==> src/rtl/lc3_datapath_gen.sv <==
`default_nettype none
// ============================================================================
//  Module   : lc3_datapath_gen
//  Brief    : Parametrised LC-3 datapath (regfile, PC, IR, MAR/MDR, ALU,
//             EAB, N/Z/P) on a single muxed internal bus, with a req/ack
//             memory port (wait-state FSM + timeout) and bus-contention flag.
//  Revision : 1.0 - initial release
// ============================================================================
module lc3_datapath_gen #(
  parameter int  DATA_W      = 16,
  parameter int  NREG        = 8,
  parameter int  MEM_TIMEOUT = 255,
  localparam int RA_W        = $clog2(NREG)
) (
  input  logic              clk,
  input  logic              rst_n,
  input  logic              ena_mdr,
  input  logic              ena_pc,
  input  logic              ena_alu,
  input  logic              ena_marm,
  input  logic              ld_pc,
  input  logic              ld_ir,
  input  logic              ld_mar,
  input  logic              ld_mdr,
  input  logic              reg_we,
  input  logic              flag_we,
  input  logic              sel_mar,
  input  logic              sel_eab1,
  input  logic [1:0]        sel_pc,
  input  logic [1:0]        sel_eab2,
  input  logic [1:0]        alu_ctrl,
  input  logic [RA_W-1:0]   sr1,
  input  logic [RA_W-1:0]   sr2,
  input  logic [RA_W-1:0]   dr,
  input  logic              mem_rd,
  input  logic              mem_wr,
  output logic              mem_req,
  output logic              mem_we,
  output logic [DATA_W-1:0] mem_addr,
  output logic [DATA_W-1:0] mem_wdata,
  input  logic [DATA_W-1:0] mem_rdata,
  input  logic              mem_ack,
  output logic              mem_busy,
  output logic              mem_done,
  output logic              mem_err,
  output logic              bus_err,
  output logic              n,
  output logic              z,
  output logic              p,
  output logic [DATA_W-1:0] ir
);

  // Timeout counter only needs to reach MEM_TIMEOUT-1; abort fires on the
  // edge that would take it to MEM_TIMEOUT.
  localparam int                  C_TCNT_W = $clog2(MEM_TIMEOUT + 1);
  localparam logic [C_TCNT_W-1:0] C_TLAST  = C_TCNT_W'(MEM_TIMEOUT - 1);

  typedef enum logic [0:0] {
    ST_IDLE = 1'b0,
    ST_BUSY = 1'b1
  } mem_state_t;

  // Architectural state
  logic [DATA_W-1:0]   r_regs [NREG];
  logic [DATA_W-1:0]   r_pc;
  logic [DATA_W-1:0]   r_ir;
  logic [DATA_W-1:0]   r_mar;
  logic [DATA_W-1:0]   r_mdr;
  logic                r_n;
  logic                r_z;
  logic                r_p;
  logic                r_bus_err;

  // Memory FSM state
  mem_state_t          r_state;
  mem_state_t          w_state_nxt;
  logic                r_is_wr;
  logic                w_is_wr_nxt;
  logic [C_TCNT_W-1:0] r_tcnt;
  logic [C_TCNT_W-1:0] w_tcnt_nxt;
  logic                r_done;
  logic                w_done_nxt;
  logic                r_mem_err;
  logic                w_mem_err_nxt;
  logic                w_mem_load;

  // Datapath combinational nets
  logic [DATA_W-1:0]   w_sr1_val;
  logic [DATA_W-1:0]   w_sr2_val;
  logic [DATA_W-1:0]   w_alu_b;
  logic [DATA_W-1:0]   w_alu;
  logic [DATA_W-1:0]   w_eab_a;
  logic [DATA_W-1:0]   w_eab_off;
  logic [DATA_W-1:0]   w_eab;
  logic [DATA_W-1:0]   w_marm;
  logic [DATA_W-1:0]   w_bus;
  logic                w_contention;
  logic                w_busy;

  assign w_busy    = (r_state == ST_BUSY);
  assign w_sr1_val = r_regs[sr1];
  assign w_sr2_val = r_regs[sr2];
  assign w_alu_b   = r_ir[5] ? {{(DATA_W-5){r_ir[4]}}, r_ir[4:0]} : w_sr2_val;
  assign w_eab_a   = sel_eab1 ? w_sr1_val : r_pc;
  assign w_eab     = w_eab_a + w_eab_off;
  assign w_marm    = sel_mar ? {{(DATA_W-8){1'b0}}, r_ir[7:0]} : w_eab;

  // Two or more bus drivers in the same cycle
  assign w_contention = (ena_mdr & ena_pc)  | (ena_mdr & ena_alu) | (ena_mdr & ena_marm) |
                        (ena_pc  & ena_alu) | (ena_pc  & ena_marm) | (ena_alu & ena_marm);

  // ALU operation select; carry out of ADD is dropped
  always_comb begin
    w_alu = w_sr1_val;
    case (alu_ctrl)
      2'd0:    w_alu = w_sr1_val + w_alu_b;
      2'd1:    w_alu = w_sr1_val & w_alu_b;
      2'd2:    w_alu = ~w_sr1_val;
      default: w_alu = w_sr1_val;
    endcase
  end

  // EAB offset: sign-extended IR field chosen by sel_eab2
  always_comb begin
    w_eab_off = '0;
    case (sel_eab2)
      2'd0:    w_eab_off = '0;
      2'd1:    w_eab_off = {{(DATA_W-6){r_ir[5]}},   r_ir[5:0]};
      2'd2:    w_eab_off = {{(DATA_W-9){r_ir[8]}},   r_ir[8:0]};
      default: w_eab_off = {{(DATA_W-11){r_ir[10]}}, r_ir[10:0]};
    endcase
  end

  // Internal bus: fixed-priority source mux, zero when undriven
  always_comb begin
    w_bus = '0;
    if (ena_mdr)       w_bus = r_mdr;
    else if (ena_pc)   w_bus = r_pc;
    else if (ena_alu)  w_bus = w_alu;
    else if (ena_marm) w_bus = w_marm;
  end

  // Register file write port; reads above see pre-edge contents
  always_ff @(posedge clk or negedge rst_n) begin
    if (!rst_n) begin
      for (int i = 0; i < NREG; i++) r_regs[i] <= '0;
    end else if (reg_we) begin
      r_regs[dr] <= w_bus;
    end
  end

  // PC, IR, MAR and condition codes
  always_ff @(posedge clk or negedge rst_n) begin
    if (!rst_n) begin
      r_pc  <= '0;
      r_ir  <= '0;
      r_mar <= '0;
      r_n   <= 1'b0;
      r_z   <= 1'b0;
      r_p   <= 1'b0;
    end else begin
      if (ld_pc) begin
        case (sel_pc)
          2'd0:    r_pc <= r_pc + DATA_W'(1);
          2'd1:    r_pc <= w_eab;
          2'd2:    r_pc <= w_bus;
          default: r_pc <= r_pc;
        endcase
      end
      if (ld_ir) r_ir <= w_bus;
      // Address must stay put while a transaction is outstanding
      if (ld_mar && !w_busy) r_mar <= w_bus;
      if (flag_we) begin
        r_n <= w_bus[DATA_W-1];
        r_z <= (w_bus == '0);
        r_p <= !w_bus[DATA_W-1] && (w_bus != '0);
      end
    end
  end

  // MDR: memory read data on completion, otherwise the bus when idle
  always_ff @(posedge clk or negedge rst_n) begin
    if (!rst_n) begin
      r_mdr <= '0;
    end else if (w_mem_load) begin
      r_mdr <= mem_rdata;
    end else if (ld_mdr && !w_busy) begin
      r_mdr <= w_bus;
    end
  end

  // Sticky bus-contention flag
  always_ff @(posedge clk or negedge rst_n) begin
    if (!rst_n) r_bus_err <= 1'b0;
    else if (w_contention) r_bus_err <= 1'b1;
  end

  // Memory FSM registers
  always_ff @(posedge clk or negedge rst_n) begin
    if (!rst_n) begin
      r_state   <= ST_IDLE;
      r_is_wr   <= 1'b0;
      r_tcnt    <= '0;
      r_done    <= 1'b0;
      r_mem_err <= 1'b0;
    end else begin
      r_state   <= w_state_nxt;
      r_is_wr   <= w_is_wr_nxt;
      r_tcnt    <= w_tcnt_nxt;
      r_done    <= w_done_nxt;
      r_mem_err <= w_mem_err_nxt;
    end
  end

  // Memory FSM next state: accept in IDLE (read wins), complete on ack,
  // abort on timeout; an ack on the timeout edge completes normally
  always_comb begin
    w_state_nxt   = r_state;
    w_is_wr_nxt   = r_is_wr;
    w_tcnt_nxt    = r_tcnt;
    w_done_nxt    = 1'b0;
    w_mem_err_nxt = r_mem_err;
    w_mem_load    = 1'b0;
    case (r_state)
      ST_IDLE: begin
        if (mem_rd || mem_wr) begin
          w_state_nxt = ST_BUSY;
          w_is_wr_nxt = !mem_rd;
          w_tcnt_nxt  = '0;
        end
      end
      ST_BUSY: begin
        if (mem_ack) begin
          w_mem_load  = !r_is_wr;
          w_state_nxt = ST_IDLE;
          w_done_nxt  = 1'b1;
        end else if (r_tcnt == C_TLAST) begin
          w_state_nxt   = ST_IDLE;
          w_done_nxt    = 1'b1;
          w_mem_err_nxt = 1'b1;
        end else begin
          w_tcnt_nxt = r_tcnt + C_TCNT_W'(1);
        end
      end
      default: w_state_nxt = ST_IDLE;
    endcase
  end

  assign mem_req   = w_busy;
  assign mem_busy  = w_busy;
  assign mem_we    = w_busy & r_is_wr;
  assign mem_addr  = r_mar;
  assign mem_wdata = r_mdr;
  assign mem_done  = r_done;
  assign mem_err   = r_mem_err;
  assign bus_err   = r_bus_err;
  assign n         = r_n;
  assign z         = r_z;
  assign p         = r_p;
  assign ir        = r_ir;

endmodule
`default_nettype wire

==> config.mk <==
export PLATFORM = sky130hd
export DESIGN_NAME = lc3_datapath_gen
export DESIGN_NICKNAME = d
export VERILOG_FILES = /design/src/rtl/lc3_datapath_gen.sv
export SDC_FILE = /design/constraint.sdc
export NUM_CORES = 1
export LEC_CHECK = 0
export BUFFER_PORTS_ARGS = -buffer_cell sky130_fd_sc_hd__buf_2
export CAP_MARGIN = 20
export CORE_ASPECT_RATIO = 1.4
export CORE_MARGIN = 4
export CORE_UTILIZATION = 35
export DETAILED_ROUTE_END_ITERATION = 8
export GPL_TIMING_DRIVEN = 0
export SLEW_MARGIN = 30
export SYNTH_ARGS = -nofsm -noshare
export SYNTH_HDL_FRONTEND = slang
export SYNTH_SLANG_ARGS = --single-unit
==> constraint.sdc <==
create_clock -name clk -period 3.6 [get_ports clk]
set_input_delay 0.72 -clock clk [delete_from_list [all_inputs] [get_ports clk]]
set_output_delay 0.72 -clock clk [all_outputs]
set_load 0.05 [all_outputs]
; ---- Word level (Yosys, flattened, before mapping)
; Cells that the tools add are included.
[word_totals]
word_cells = 112
reg_bits = 208
in_bits = 48
[classes]
n_eq_ne = 10
mux = 34
add_sub_neg = 4
bitwise = 19
reduce_logical = 20
n_lt_le_gt_ge = 4
[op_table]
columns = op, n
row1 = 16-bit 2-to-1 mux, 14
row2 = 16-bit case mux with 3 select lines, 3
row3 = 128-bit bitwise mux, 1
row4 = 16-bit binary-select mux with 3-bit select, 2
row5 = 16-bit demux with 3-bit select, 1
row6 = 16-bit adder, 2
row7 = 8-bit 2-to-1 mux, 3
row8 = 16-bit by 1-bit adder with 16-bit output (second input constant), 1
row9 = 16-bit bitwise AND, 1
row10 = 16-bit zero test, 1
row11 = 16-bit inverter, 1
row12 = 8-bit case mux with 2 select lines, 1
row13 = 16-bit nonzero test, 1
row14 = 4-bit greater-or-equal comparator (second input constant), 3
row15 = 3-bit inverter with 4-bit output, 3
row16 = 8-bit by 1-bit adder with 8-bit output (second input constant), 1
row17 = 8-bit == test (second input constant), 1
row18 = 1-bit 2-to-1 mux, 8
row19 = 1-bit bitwise AND, 7
row20 = 2-bit by 1-bit == test with 1-bit output (second input constant), 3
row21 = 2-bit == test (second input constant), 3
row22 = 2-bit zero test, 3
row23 = 2-bit inequality test (second input constant), 3
row24 = 3-bit AND reduction, 2
row25 = other kinds (10), 22

; ---- Longest topological paths before layout
; Gate-level depths: netlist of the first run.
[depth]
ltp_word = 13
depth_mapped = 17
depth_no_buf = 15

; ---- Worst setup path after synthesis of the first run
; Ideal clock, no wire load.
[synth_path]
kind = input port to flip-flop
startpoint = input port sr2[0]
endpoint = register r_ir[15] (netlist: ir[15])
cell_stages = 16
t_required_ns = 3.463
n_path_buf = 3
path_slack_ns = -1.334
setup_ns = 0.137
arrival_time_ns = 4.797
cell_sequence = clkbuf_1 > buf_1 > mux4_2 > nor2b_1 > a211oi_1 > nor2_1 > ha_1 > a21oi_1 > o22ai_1 > or3_1 > o22ai_1 > a2111o_1 > a311oi_1 > a221oi_1 > buf_2 > a21oi_1
[synth_between]
elab_chain_cells = 10
elab_cells_between_ends = 11
cone_classes = 1 x add/sub / 8 x mux / 2 x bitwise
[synth_lines]
columns = element, line
row1 = from (decl), 33  ; input logic [RA_W-1:0] sr2,
row2 = 3-bit inverter with 4-bit output (not written as such) *, 102  ; assign w_sr2_val = r_regs[sr2];
row3 = 16-bit binary-select mux with 3-bit select *, 102
row4 = 16-bit 2-to-1 mux (not written as such) * (2 in series), 102
row5 = 16-bit 2-to-1 mux *, 103  ; assign w_alu_b = r_ir[5] ? {{(DATA_W-5){r_ir[4]}}, r_ir[4:0]} : w_sr2_val;
row6 = 16-bit adder / 16-bit bitwise AND (equally long branches), "116, 117"
row7 = 16-bit case mux with 3 select lines *, 115  ; case (alu_ctrl)
row8 = 16-bit 2-to-1 mux *, 139  ; else if (ena_alu) w_bus = w_alu;
row9 = 16-bit 2-to-1 mux *, 138  ; else if (ena_pc) w_bus = r_pc;
row10 = 16-bit 2-to-1 mux *, 137  ; if (ena_mdr) w_bus = r_mdr;
row11 = to (signal assigned), 170  ; if (ld_ir) r_ir <= w_bus;
row12 = to (decl), 66  ; logic [DATA_W-1:0] r_ir;
; Every way passes the cells marked *; elsewhere a longest branch is shown, timed or not. The select of a mux whose other input is x is not followed.
; A chain may end at the register's enable or synchronous reset.

; ---- Final worst setup path of the first run
[layout_path]
startpoint = input port sr2[0]
endpoint = register r_ir[8] (netlist: ir[8])
; Same word-level chain as after synthesis.

==> out/results.ini, run 1 <==
[floorplan]
dieHeight_um = 239.6
dieArea_mm2 = 0.04156
die_x_um = 173.4
num_io_pins = 105
core_area_mm2 = 0.03773
num_rows = 84
initial_core_util_pct = 35.54

[power]
total_power_mw = 13.72
p_leak_nw = 7.972
peakVddDrop_mv = 0.3654
power_density_mw_per_mm2 = 734.8

[logic_synthesis]
synth_async_sr_flop_share_pct = 100.0
syn_inst = 1489
yosysSeqAreaShare_pct = 38.81
synth_warnings = 0
ys.flop_type = dfrtp_1
synth_cell_types = 71
synth_seq_cells = 208
synth_area_mm2 = 0.01341
synth_nets = 1576
synth_edf_count = 0
syn-mean-instance-area_um2 = 9.006

[cells_and_area]
final_area_mm2 = 0.01867
final_cell_mix = nand2_1, dfrtp_1, o21ai_2
mostFrequentLayoutCell = nand2_1
num_antenna_cells = 0
drive_above_1_share_pct = 37.03
area_growth_pct = 39.22
nets = 1821
utilization_pct = 49.48

[placed_design]
dp_hpwl_um = 39250
placed_area_mm2 = 0.01494
gp_congestion = 0.9967
io_buffers = 96

[clock_network]
clkTransAtPathRegs_ns = 0.06
numCtsBuffers = 23
cts.sinks = 208
ctsHtreeMaxLevel = 1
cts_tree = built
cts.hold.buffers_added = 0
cts-root-buf = clkbuf_16
clock_path_buffers = 3
clk_latency_ns = 0.54

[worst_setup_path]
critPathArrivalTime_ns = 4.43
path_max_fanout = 5
crit_type = in2reg
cp-start-kind = input pin
end_kind = flop
worstPathRequired_ns = 4.05

[sta]
hold_viol = 0
setup_ws_ns = -0.3773
finalSetupViolations = 122
skew_ns = 0.01975
maxSlewHeadroom_pct = 29.02
fmax_mhz = 251.4
rsz0062_at_grt = true
fin_crit_sh_pct = 110.5
slew_viol_final = 0
finalCriticalPeriod_ns = 3.977
worstMarginPinSlew_ns = 1.061

[route]
drt_iter0_markers = 1577
postRouteAntennaNets = 0
drc = 0
via_count = 13670
avgViaCountPerCell = 6.147
wl_um = 56640
wl_per_cell_um = 25.48
first_pass_iters = 5

[worst_hold_path]
min_path_type = in2async

[global_route]
antenna_found_initial = 0
grt_pass1_vias = 13380
grt_pass1_wl_um = 83800
grt_max_degree = 78
grtUsageTotal_pct = 26.34
overflow = 0

[job]
max-cap-violations = 0

[run_status]
violations = setup timing
status = finished with violations

[report_power, final]
part	switching [mW]	internal [mW]	total, mW
Clock	1.01	1.39	2.40
Combinational	4.32	3.26	7.59
Sequential	0.724	3.01	3.73
[cell usage after synthesis (8+ instances only)]
library cell  count  share of area [%]
o22ai_1           8               0.37
xor2_1           11               0.72
ha_1             37                3.5
a31oi_1           9               0.42
a221oi_1          9               0.59
buf_2             9               0.34
nor3_1           18               0.67
inv_1            50                1.4
a21oi_1          84                3.1
mux4_2           60                 10
xnor2_1          16                1.0
a22oi_1          18                1.0
nand2b_1         13               0.61
or3_1            10               0.47
o211ai_1         11               0.62
a21o_1            8               0.45
nor2_1          109                3.1
nor3b_1           8               0.45
nand2_1         224                6.3
o21a_1            9               0.50
o21ai_0         210                7.8
mux2i_1          39                2.9
dfrtp_1         208                 39
a211oi_1         22                1.2
nand3_1          33                1.2
clkbuf_1         95                2.7
nand4_1          15               0.70
nor2b_1          37                1.7
[registers in the layout, indices dropped and copies added, names as in the netlist]
signal     count
mem_err        1
r_is_wr        1
bus_err        1
r_regs       128
z              1
n              1
mem_done       1
mem_wdata     16
r_tcnt         8
mem_addr      16
r_pc          16
ir            16
mem_busy       1
p              1
[metal layers]
layer	global-route usage, %	share of wire (%)
met5	0	0
met4	16.99	7.7
met3	4.578	7.2
met2	44.13	48
met1	31.35	37
[metrics by stage]
| stage | hold WS [ns] | setup TNS, ns | setup slack, ns | cells |
|---|---|---|---|---|
| floorplan | 0.4244 | -20.29 | -0.5567 | 1489 |
| global placement | 0.4510 | -616.14 | -2.039 | 2058 |
| detailed placement | 0.4523 | -256.68 | -2.066 | 2060 |
| CTS | 0.1166 | -18.32 | -0.3417 | 2191 |
| global route | 0.1412 | -33.63 | -0.4895 | 2223 |
| finish | 0.1052 | -23.57 | -0.3773 | 2223 |
[worst max-delay path, cell delays in order]
cell and delay [ns]:
clkbuf_16 0.13, buf_4 0.12, clkbuf_16 0.14, mux4_2 0.52
a211oi_2 0.28, nor2_2 0.09, ha_4 0.25, buf_4 0.14
buf_6 0.10, a31o_4 0.21, o31a_1 0.28, mux2i_1 0.15
o21ai_2 0.18, a221oi_2 0.10, buf_4 0.19, or3_4 0.47
clkbuf_16 0.22, mux2i_1 0.15
[final cells by class]
class,count,area [um2]
sequential,208,5205
inverter,50,187.7
clock buffer,33,683.2
buffer,105,825.8
clock inverter,8,73.82
tap,473,591.8
multi-input combinational,1120,9250
timing repair buffer,226,1853
fill,3368,19060
[final timing paths]
check | start | to | slack [ns] | cells after the start
worst max-delay path | sr2[0] | ir[8] | -0.38 | 18
worst min-delay path | rst_n | mem_addr[8] | 0.11 | 1
worst max register to register | r_regs[0] | z | -0.35 | 15
worst min register to register | bus_err | bus_err | 0.46 | 1
max in group asynchronous | rst_n | r_regs[122] | 2.30 | 3
min in group clk | mem_rd | r_is_wr | 0.38 | 2
[cells by family (layout without fill, tap and decap cells)]
family	after synthesis	in the layout	share of synthesized area, %
compound gates	452	452	20.59
xor+xnor	27	27	1.763
fa+ha+maj	39	39	3.751
buf+inv	162	422	4.730
flops	208	208	38.81
mux	106	106	13.73
simple gates	495	496	16.62
[timing repair]
item,in CTS,in global routing
gates resized for setup,331,153
setup endpoints to repair,189,176
setup buffers,84,35
gates cloned,11,1
pin swaps,63,102
No activity file was read; power rests on OpenSTA's default activity.
==> run 2, diff against run 1 <==
--- a/config.mk
+++ b/config.mk
@@ -5,7 +5,7 @@
 export SDC_FILE = /design/constraint.sdc
 export NUM_CORES = 1
 export LEC_CHECK = 0
-export BUFFER_PORTS_ARGS = -buffer_cell sky130_fd_sc_hd__buf_2
+export BUFFER_PORTS_ARGS = -buffer_cell sky130_fd_sc_hd__buf_4
 export CAP_MARGIN = 20
 export CORE_ASPECT_RATIO = 1.4
 export CORE_MARGIN = 4
==> run 2 against run 1 <==
  * The run still ends with setup timing left
  * Cell count fell by 1.3%
  * Sequential share of layout area is 0.74 points higher
  * Register-to-register slack worse by 0.02 ns
  * Count of clock-buffer cells in the layout fell by 1
  * Clock power is 9.2% higher
  * Clock skew up 0.0090 ns
  * Worst hold slack improved by 0.0047 ns
  * Setup slack worse by 0.0016 ns
  * Via count fell by 3.4%
  * First-iteration DRC count fell by 19%
  * Flip-flop and latch count did not move
  * Largest cell class unchanged
  * Highest routed layer unchanged
==> out/results.ini, run 2 (same netlist as run 1, synthesis figures left out) <==
[run_status]
status = finished with violations
violations = setup timing

[route]
wl_um = 55980
wl_per_cell_um = 25.51
drc = 0
via_count = 13200
postRouteAntennaNets = 0
avgViaCountPerCell = 6.015
first_pass_iters = 5
drt_iter0_markers = 1277

[clock_network]
clkTransAtPathRegs_ns = 0.07
clk_latency_ns = 0.56
numCtsBuffers = 25
clock_path_buffers = 3
ctsHtreeMaxLevel = 1
cts.hold.buffers_added = 0
cts-root-buf = clkbuf_16
cts_tree = built
cts.sinks = 208

[sta]
fin_crit_sh_pct = 110.5
maxSlewHeadroom_pct = 34.65
timing.hold.ws_ns = 0.1099
slew_viol_final = 0
worstMarginPinSlew_ns = 0.9803
hold_viol = 0
final.setup.tns_ns = -23.29
finalCriticalPeriod_ns = 3.979
finalSetupViolations = 115
setup_ws_ns = -0.3789
rsz0062_at_grt = true
fmax_mhz = 251.3
skew_ns = 0.02877

[global_route]
grtUsageTotal_pct = 26.15
grt_pass1_vias = 13230
overflow = 0
grt_max_degree = 73
grt_pass1_wl_um = 83190
antenna_found_initial = 0

[floorplan]
dieHeight_um = 239.6
initial_core_util_pct = 35.54
num_rows = 84
die_x_um = 173.4
num_io_pins = 105
core_area_mm2 = 0.03773
dieArea_mm2 = 0.04156

[power]
p_leak_nw = 7.707
peakVddDrop_mv = 0.3711
power_density_mw_per_mm2 = 744.1

[cells_and_area]
largest_reg_flops = 128
mostFrequentLayoutCell = nand2_1
num_antenna_cells = 0
regMostFlops = r_regs
drive_above_1_share_pct = 31.84
fillers = 3489
final_cell_mix = nand2_1, dfrtp_1, buf_4
area_growth_pct = 35.66
nets = 1791

[placed_design]
post-place-ws_ns = -1.903
gp_congestion = 0.9658
dp_hpwl_um = 40030
io_buffers = 96

[worst_setup_path]
end_kind = flop
crit_chain = buf_12, buf_12, mux4_2, mux2i_4, a21oi_2, ha_2, inv_2, fa_2, nor2b_4, o311ai_4, a211o_1, a21oi_2, o211a_1, or3_4, a31o_4, a2111oi_4, a32o_1
cp-start-kind = input pin
critPathArrivalTime_ns = 4.48
cp_slowest_cell = mux4_2
crit_type = in2reg
worstPathRequired_ns = 4.10
path_delay_family = compound AO/OA/AOI/OAI gates
path_max_fanout = 5
crit_buf_inv = 3
max_stage_delay_ns = 0.53

[job]
max-cap-violations = 0

[worst_hold_path]
min_path_type = in2async

==> run 2: worst paths after layout <==
| check | from | endpoint | slack, ns | cells after the start |
|---|---|---|---|---|
| max | sr1[1] | z | -0.38 | 17 |
| min | rst_n | mem_addr[2] | 0.11 | 1 |
| max reg2reg | r_regs[0] | z | -0.37 | 15 |
| min reg2reg | mem_err | mem_err | 0.48 | 1 |
| max in group asynchronous | rst_n | r_regs[71] | 2.34 | 3 |
| min in group clk | mem_rd | r_is_wr | 0.35 | 2 |
==> run 2: worst register-to-register path, delay by kind of cell (launching register included) <==
| kind | cells | cell delay, ns |
|---|---|---|
| multiplexers | 2 | 0.79 |
| adder cells (fa/ha/maj) | 2 | 0.42 |
| buffers and inverters | 1 | 0.06 |
| AO/OA/AOI/OAI | 8 | 1.80 |
| flip-flops | 1 | 0.43 |
| AND/OR/NAND/NOR | 2 | 0.40 |
==> run 2: area by class of cell <==
type / instances / area [um2] / share of cell area (%)
tap: 473 / 591.8 / 3.253
inverter: 50 / 187.7 / 1.032
multi-input combinational: 1120 / 8861 / 48.71
clock buffer: 32 / 681.9 / 3.748
clock inverter: 12 / 151.4 / 0.8322
sequential: 208 / 5206 / 28.62
buffer: 104 / 774.5 / 4.257
timing repair buffer: 195 / 1738 / 9.553
==> run 2: metrics by stage <==
step | power, mW | instances | utilization [%] | area [um2]
4_1_cts | 12.87 | 2165 | 46.46 | 17530
5_1_grt | 14.16 | 2194 | 48.22 | 18190
3_3_place_gp | 8.980 | 2058 | 40.05 | 15110
3_5_place_dp | 9.097 | 2060 | 40.21 | 15170
6_report | 13.54 | 2194 | 48.22 | 18190
2_1_floorplan | 7.277 | 1489 | - | 13800
==> run 2: metal layers <==
layer	track usage, %	routed length [um]
met4	14.84	3626
met2	45.53	27890
met5	0	0
met3	3.979	3647
met1	30.89	20820
==> run 2: where the power goes <==
part           internal (mW)  switching [mW]  total [mW]
Sequential              3.01           0.745        3.75
Combinational           3.09            4.07        7.16
Clock                   1.55            1.07        2.62
==> run 2: repair_timing <==
item / in CTS / in global routing
gates cloned: 7 / 2
buffers inserted: 59 / 30
pin swaps: 69 / 62
endpoints found under the setup margin: 189 / 164
resized for setup: 238 / 118
